File: config.mk
export PLATFORM = sky130hd
export DESIGN_NAME = jstk_poll_scheduler
export DESIGN_NICKNAME = d
export VERILOG_FILES = /design/src/rtl/jstk_poll_scheduler.sv
export SDC_FILE = /design/constraint.sdc
export NUM_CORES = 1
export LEC_CHECK = 0
export BUFFER_PORTS_ARGS = -buffer_cell sky130_fd_sc_hd__buf_4
export CAP_MARGIN = 5
export CORE_UTILIZATION = 25
export DETAILED_ROUTE_END_ITERATION = 12
export PLACE_DENSITY = 0.51
export SLEW_MARGIN = 20
export SYNTH_ARGS = -nofsm -noshare
export SYNTH_HDL_FRONTEND = slang
export SYNTH_SLANG_ARGS = --single-unit
File: constraint.sdc
create_clock -name clk -period 3.35 [get_ports clk]
set_clock_uncertainty 0.2 [all_clocks]
set_input_delay 0.1675 -clock clk [delete_from_list [all_inputs] [get_ports clk]]
set_output_delay 0.1675 -clock clk [all_outputs]
set_load 0.01 [all_outputs]
File: src/rtl/jstk_poll_scheduler.sv
// Poll sequencer for two PmodJSTK SPI interfaces: one period timer, joystick 1 then a
// fixed gap then joystick 2, with latched responses and sticky timeout/overrun flags.
module jstk_poll_scheduler #(
  parameter int unsigned POLL_DIV = 10_000_000,
  parameter int unsigned GAP_CYC  = 1000,
  parameter int unsigned TIMEOUT  = 2_000_000,
  parameter int unsigned CNT_W    = 24
) (
  input  logic        clk,
  input  logic        RST,
  input  logic        en,
  input  logic        clr_flags,
  input  logic [1:0]  led1,
  input  logic [1:0]  led2,
  input  logic [1:0]  xfer_done,
  input  logic [39:0] dout1,
  input  logic [39:0] dout2,
  output logic [1:0]  snd_rec,
  output logic [7:0]  din1,
  output logic [7:0]  din2,
  output logic [39:0] jstk_data1,
  output logic [39:0] jstk_data2,
  output logic [1:0]  valid,
  output logic [1:0]  timeout_flag,
  output logic        overrun_flag,
  output logic        busy
);

  localparam logic [1:0] IDLE  = 2'd0;
  localparam logic [1:0] XFER1 = 2'd1;
  localparam logic [1:0] GAP   = 2'd2;
  localparam logic [1:0] XFER2 = 2'd3;

  localparam logic [CNT_W-1:0] PER_LAST = CNT_W'(POLL_DIV - 1);
  localparam logic [CNT_W-1:0] GAP_LAST = CNT_W'(GAP_CYC - 1);
  localparam logic [CNT_W-1:0] TO_LAST  = CNT_W'(TIMEOUT - 1);

  logic [1:0]       state;
  logic [1:0]       state_nxt;
  logic [CNT_W-1:0] per_cnt;
  logic [CNT_W-1:0] wait_cnt;
  logic [CNT_W-1:0] wait_nxt;
  logic [1:0]       valid_nxt;
  logic [1:0]       to_set;
  logic             tick;
  logic             start;

  assign tick  = (per_cnt == PER_LAST);
  assign start = tick && en && (state == IDLE);

  // One wait counter serves both the transfer timeout and the gap; it restarts on every state change.
  always_comb begin
    state_nxt = state;
    wait_nxt  = wait_cnt + 1'b1;
    valid_nxt = '0;
    to_set    = '0;
    case (state)
      IDLE: begin
        wait_nxt = '0;
        if (start) state_nxt = XFER1;
      end
      XFER1: begin
        if (xfer_done[0]) begin
          valid_nxt[0] = 1'b1;
          state_nxt    = GAP;
          wait_nxt     = '0;
        end else if (wait_cnt == TO_LAST) begin
          to_set[0] = 1'b1;
          state_nxt = GAP;
          wait_nxt  = '0;
        end
      end
      GAP: begin
        if (wait_cnt == GAP_LAST) begin
          state_nxt = XFER2;
          wait_nxt  = '0;
        end
      end
      XFER2: begin
        if (xfer_done[1]) begin
          valid_nxt[1] = 1'b1;
          state_nxt    = IDLE;
          wait_nxt     = '0;
        end else if (wait_cnt == TO_LAST) begin
          to_set[1] = 1'b1;
          state_nxt = IDLE;
          wait_nxt  = '0;
        end
      end
      default: state_nxt = IDLE;
    endcase
  end

  always_ff @(posedge clk or negedge RST) begin
    if (!RST) begin
      per_cnt      <= '0;
      wait_cnt     <= '0;
      state        <= IDLE;
      snd_rec      <= '0;
      busy         <= 1'b0;
      valid        <= '0;
      din1         <= 8'h80;
      din2         <= 8'h80;
      jstk_data1   <= '0;
      jstk_data2   <= '0;
      timeout_flag <= '0;
      overrun_flag <= 1'b0;
    end else begin
      per_cnt  <= tick ? '0 : per_cnt + 1'b1;
      state    <= state_nxt;
      wait_cnt <= wait_nxt;
      // Outputs are decoded from the next state so they line up with the state register.
      snd_rec  <= {state_nxt == XFER2, state_nxt == XFER1};
      busy     <= (state_nxt != IDLE);
      valid    <= valid_nxt;
      if (start) begin
        din1 <= {6'b100000, led1};
        din2 <= {6'b100000, led2};
      end
      if (valid_nxt[0]) jstk_data1 <= dout1;
      if (valid_nxt[1]) jstk_data2 <= dout2;
      timeout_flag <= (timeout_flag & ~{2{clr_flags}}) | to_set;
      overrun_flag <= (overrun_flag & ~clr_flags) | (tick && (state != IDLE));
    end
  end

endmodule

==> results.md <==
- Critical R2R Launch: wait_cnt[0]
- CP max FO: 7
- Crit-path cells: ha_1 -> nand4_1 -> or3_1 -> a21oi_1 -> a21oi_1 -> dlygate4sd3_1
- Final setup fails: 0
- Post-Synthesis Cells: 556
- Gr ovfl total: 0
- CTS tree: yes
- Cts bufs inserted: 17
- Starting Density: 0.255
- Compound-gate portion of the synthesized area: 0.0177
- CP max-delay cell: dlygate4sd3_1
- Combinational family with the most area after synthesis: simple AND/OR/NAND/NOR gates
- Syn avg cell area: 10.8 µm²
- Max_cap viols: 0
- Worst Path Required: 3460 ps
- Initial antenna violation count: 0
- Seq/Total Area, Yosys: 0.591
- Die ar.: 24,700 µm²
- Tcrit/Tclk final: 0.769
- Clock sink total: 142
- EDFF count, synth: 0
- Post-route ant nets: 0
- Vias in the first global route: 4,771
- Fraction of the mapped netlist area in adder cells: 0.00416
- WL/cell: 13.0 µm
- Seq cells post-synth: 142
- Crit Path Category: flop to flop
- DRC viols: 0
- Most common cell type on the critical path: a21oi_1
- Setup slack at placement: 1050 ps
- Synth area leaders: dfrtp_1 (59%), nand2_1 (8.7%), mux2_2 (8.2%)
- Postcts setup bufs: 0
- WL met1: 6.81 mm
- Fin Setup TNS: 0 ps
- Top sig layer: met4
- Slew Limit Fails: 0
- Max rail drop VDD: 0.257 mV
- Nets@finish: 924
- Area of the multi-input gates: 2270 µm²
- CP startpoint kind: flop
- Main flop type after synthesis: dfrtp_1
- RSZ-0062 raised after global routing: false
- Worst min path class: input pin to asynchronous set/reset pin
- Worst setup EP type: flop
- Crit path from: wait_cnt[0]
- Port Buf Inserts: 181
- Netlist cell types: 43
- Final Hold Slack: 77.3 ps
- Gr usage total: 0.125
- Register Area: 3550 µm²
- Xor/xnor share of the synthesized area: 0.0627
- DR vias: 4,781
- Routed wire length on met2: 7.20 mm
- Leak: 4.54 nW
- Clock Tree Buf Depth: 2
- Status: finished, final reports clean
- Hold Fails Final Rpt: 0
- Worst Max-Slew Pin Slew: 567 ps
- Fin crit period: 2580 ps
- Die outline width: 157 µm
- Reg clk slew, reported paths: 60 ps
- Final setup margin: 773 ps
- Leading area contributor after synthesis: dfrtp_1
- Drt first-iter violations: 281
- Final HPWL DP: 10.2 mm
- N_diodes: 0
- Ys Warns: 0
- Count leader, synth: dfrtp_1
- Fillers: 2,322
- 1st-pass router iterations: 4
- Slew Limit Headroom: 0.619
- CP top delay family: simple AND/OR/NAND/NOR gates
- Clock latency on the worst-skew pair: 420 ps
- Synth Cell Area: 6010 µm²
- CTS resizes: 0
- WP buf/inv: 1
- Cell Rows: 56
- Simple-Gate Fraction of Synth Area: 0.202
- WP data arrival: 2680 ps
- Final wirelength: 15.2 mm
- Core Footprint: 23,500 µm²
- Pin count of the biggest net entering global routing: 62
- RD Place Congestion: 0.771
- Fmax: 388 MHz
- Htree depth: 4
- PwrDens: 476 nW/µm²
- P&R area growth vs syn: 53.1%
- Met3 wire len: 1.04 mm
- Commonest cells post-synth: dfrtp_1 (142), nand2_1 (139), nor2_1 (46)
- Clock root cell: clkbuf_16
- Mux contribution to synthesized area: 0.0825
- Share of layout cells above drive strength 1: 0.321
- Asr flop ratio synth: 1.00
- Worst path max stage delay: 560 ps
- # IOs: 194
- Synth top area share: 0.591
- Vias/cell: 4.11
- First-pass GRT wire length: 24.1 mm
- Die Y: 157 µm
report_power, final:
group          total (W)  switching, W  leakage [nW]  internal [W]
sequential       0.00190     0.0000677          1.89       0.00183
combinational   0.000570      0.000241          2.36      0.000328
clock            0.00191      0.000736         0.288       0.00118
total            0.00438       0.00105          4.54       0.00333
through the flow:
stage / instance area, µm² / total power, W / cells / utilization
finish: 9200 / 0.00438 / 1163 / 0.391
CTS: 9200 / 0.00446 / 1163 / 0.391
floorplan: 6050 / 0.00212 / 566 / -
global placement: 7700 / 0.00241 / 1042 / 0.327
global route: 9200 / 0.00460 / 1163 / 0.391
detailed placement: 7700 / 0.00242 / 1042 / 0.327
cells in the final DEF (no fill, tap or decap), types with 2 or more instances in the layout:
master and n:
and4_1 2, and3_1 7, nor4_2 2, inv_1 14, nor2_1 46, nor4_1 6
ha_1 2, nand3_2 2, o21ai_0 2, xnor2_1 26, nand3_1 24, inv_6 2
clkbuf_16 17, nor3_1 11, dfrtp_1 142, nor2b_1 2, nand2_1 139, a22o_1 2
dlygate4sd3_1 90, a21oi_1 3, xor2_1 17, bufinv_16 3, mux2_2 44, conb_1 12
clkbuf_1 2, clkinv_4 5, or3_1 2, and2_1 2, buf_4 185, nand4_1 11
cell type report:
class,count,area share
repair buffers,277,0.252
inverters,14,0.00571
flip-flops and latches,142,0.386
clock inverters,12,0.0178
clock buffers,19,0.0471
well taps,319,0.0434
multi-input cells,380,0.247
per-layer routing:
metal / global-route usage / vias to the layer above
met5: 0 / -
li1: - / 2377
met1: 0.158 / 2254
met2: 0.204 / 138
met4: 0.0374 / 0
met3: 0.0399 / 12
sequential cells by signal (all words and copies together), names as in the netlist:
signal	count
busy	1
din1	2
din2	2
jstk_data1	40
jstk_data2	40
overrun_flag	1
per_cnt	24
snd_rec	2
state	2
timeout_flag	2
valid	2
wait_cnt	24
cell families (layout without fill, tap and decap cells):
family	after synthesis	count (layout)
adder cells (fa/ha/maj)	2	2
buffers and inverters	44	322
flip-flops	142	142
AND/OR/NAND/NOR	266	266
XOR/XNOR	43	43
other	2	12
AO/OA/AOI/OAI	13	13
multiplexers	44	44
repair_timing:
action | 4_1_cts | 5_1_grt
setup endpoints to repair | 0 | 0
hold buffers | 90 | 0
endpoints found under the hold margin | 148 | 0
worst paths after layout:
kind | end | slack (ps) | cells after the start
max | busy | 770 | 6
min | busy | 80 | 2
max reg2reg | busy | 770 | 6
min reg2reg | jstk_data1[22] | 270 | 2
max in group asynchronous | jstk_data1[37] | 2070 | 3
min in group clk | jstk_data1[22] | 270 | 2
Power figures use the tool's default switching activity.
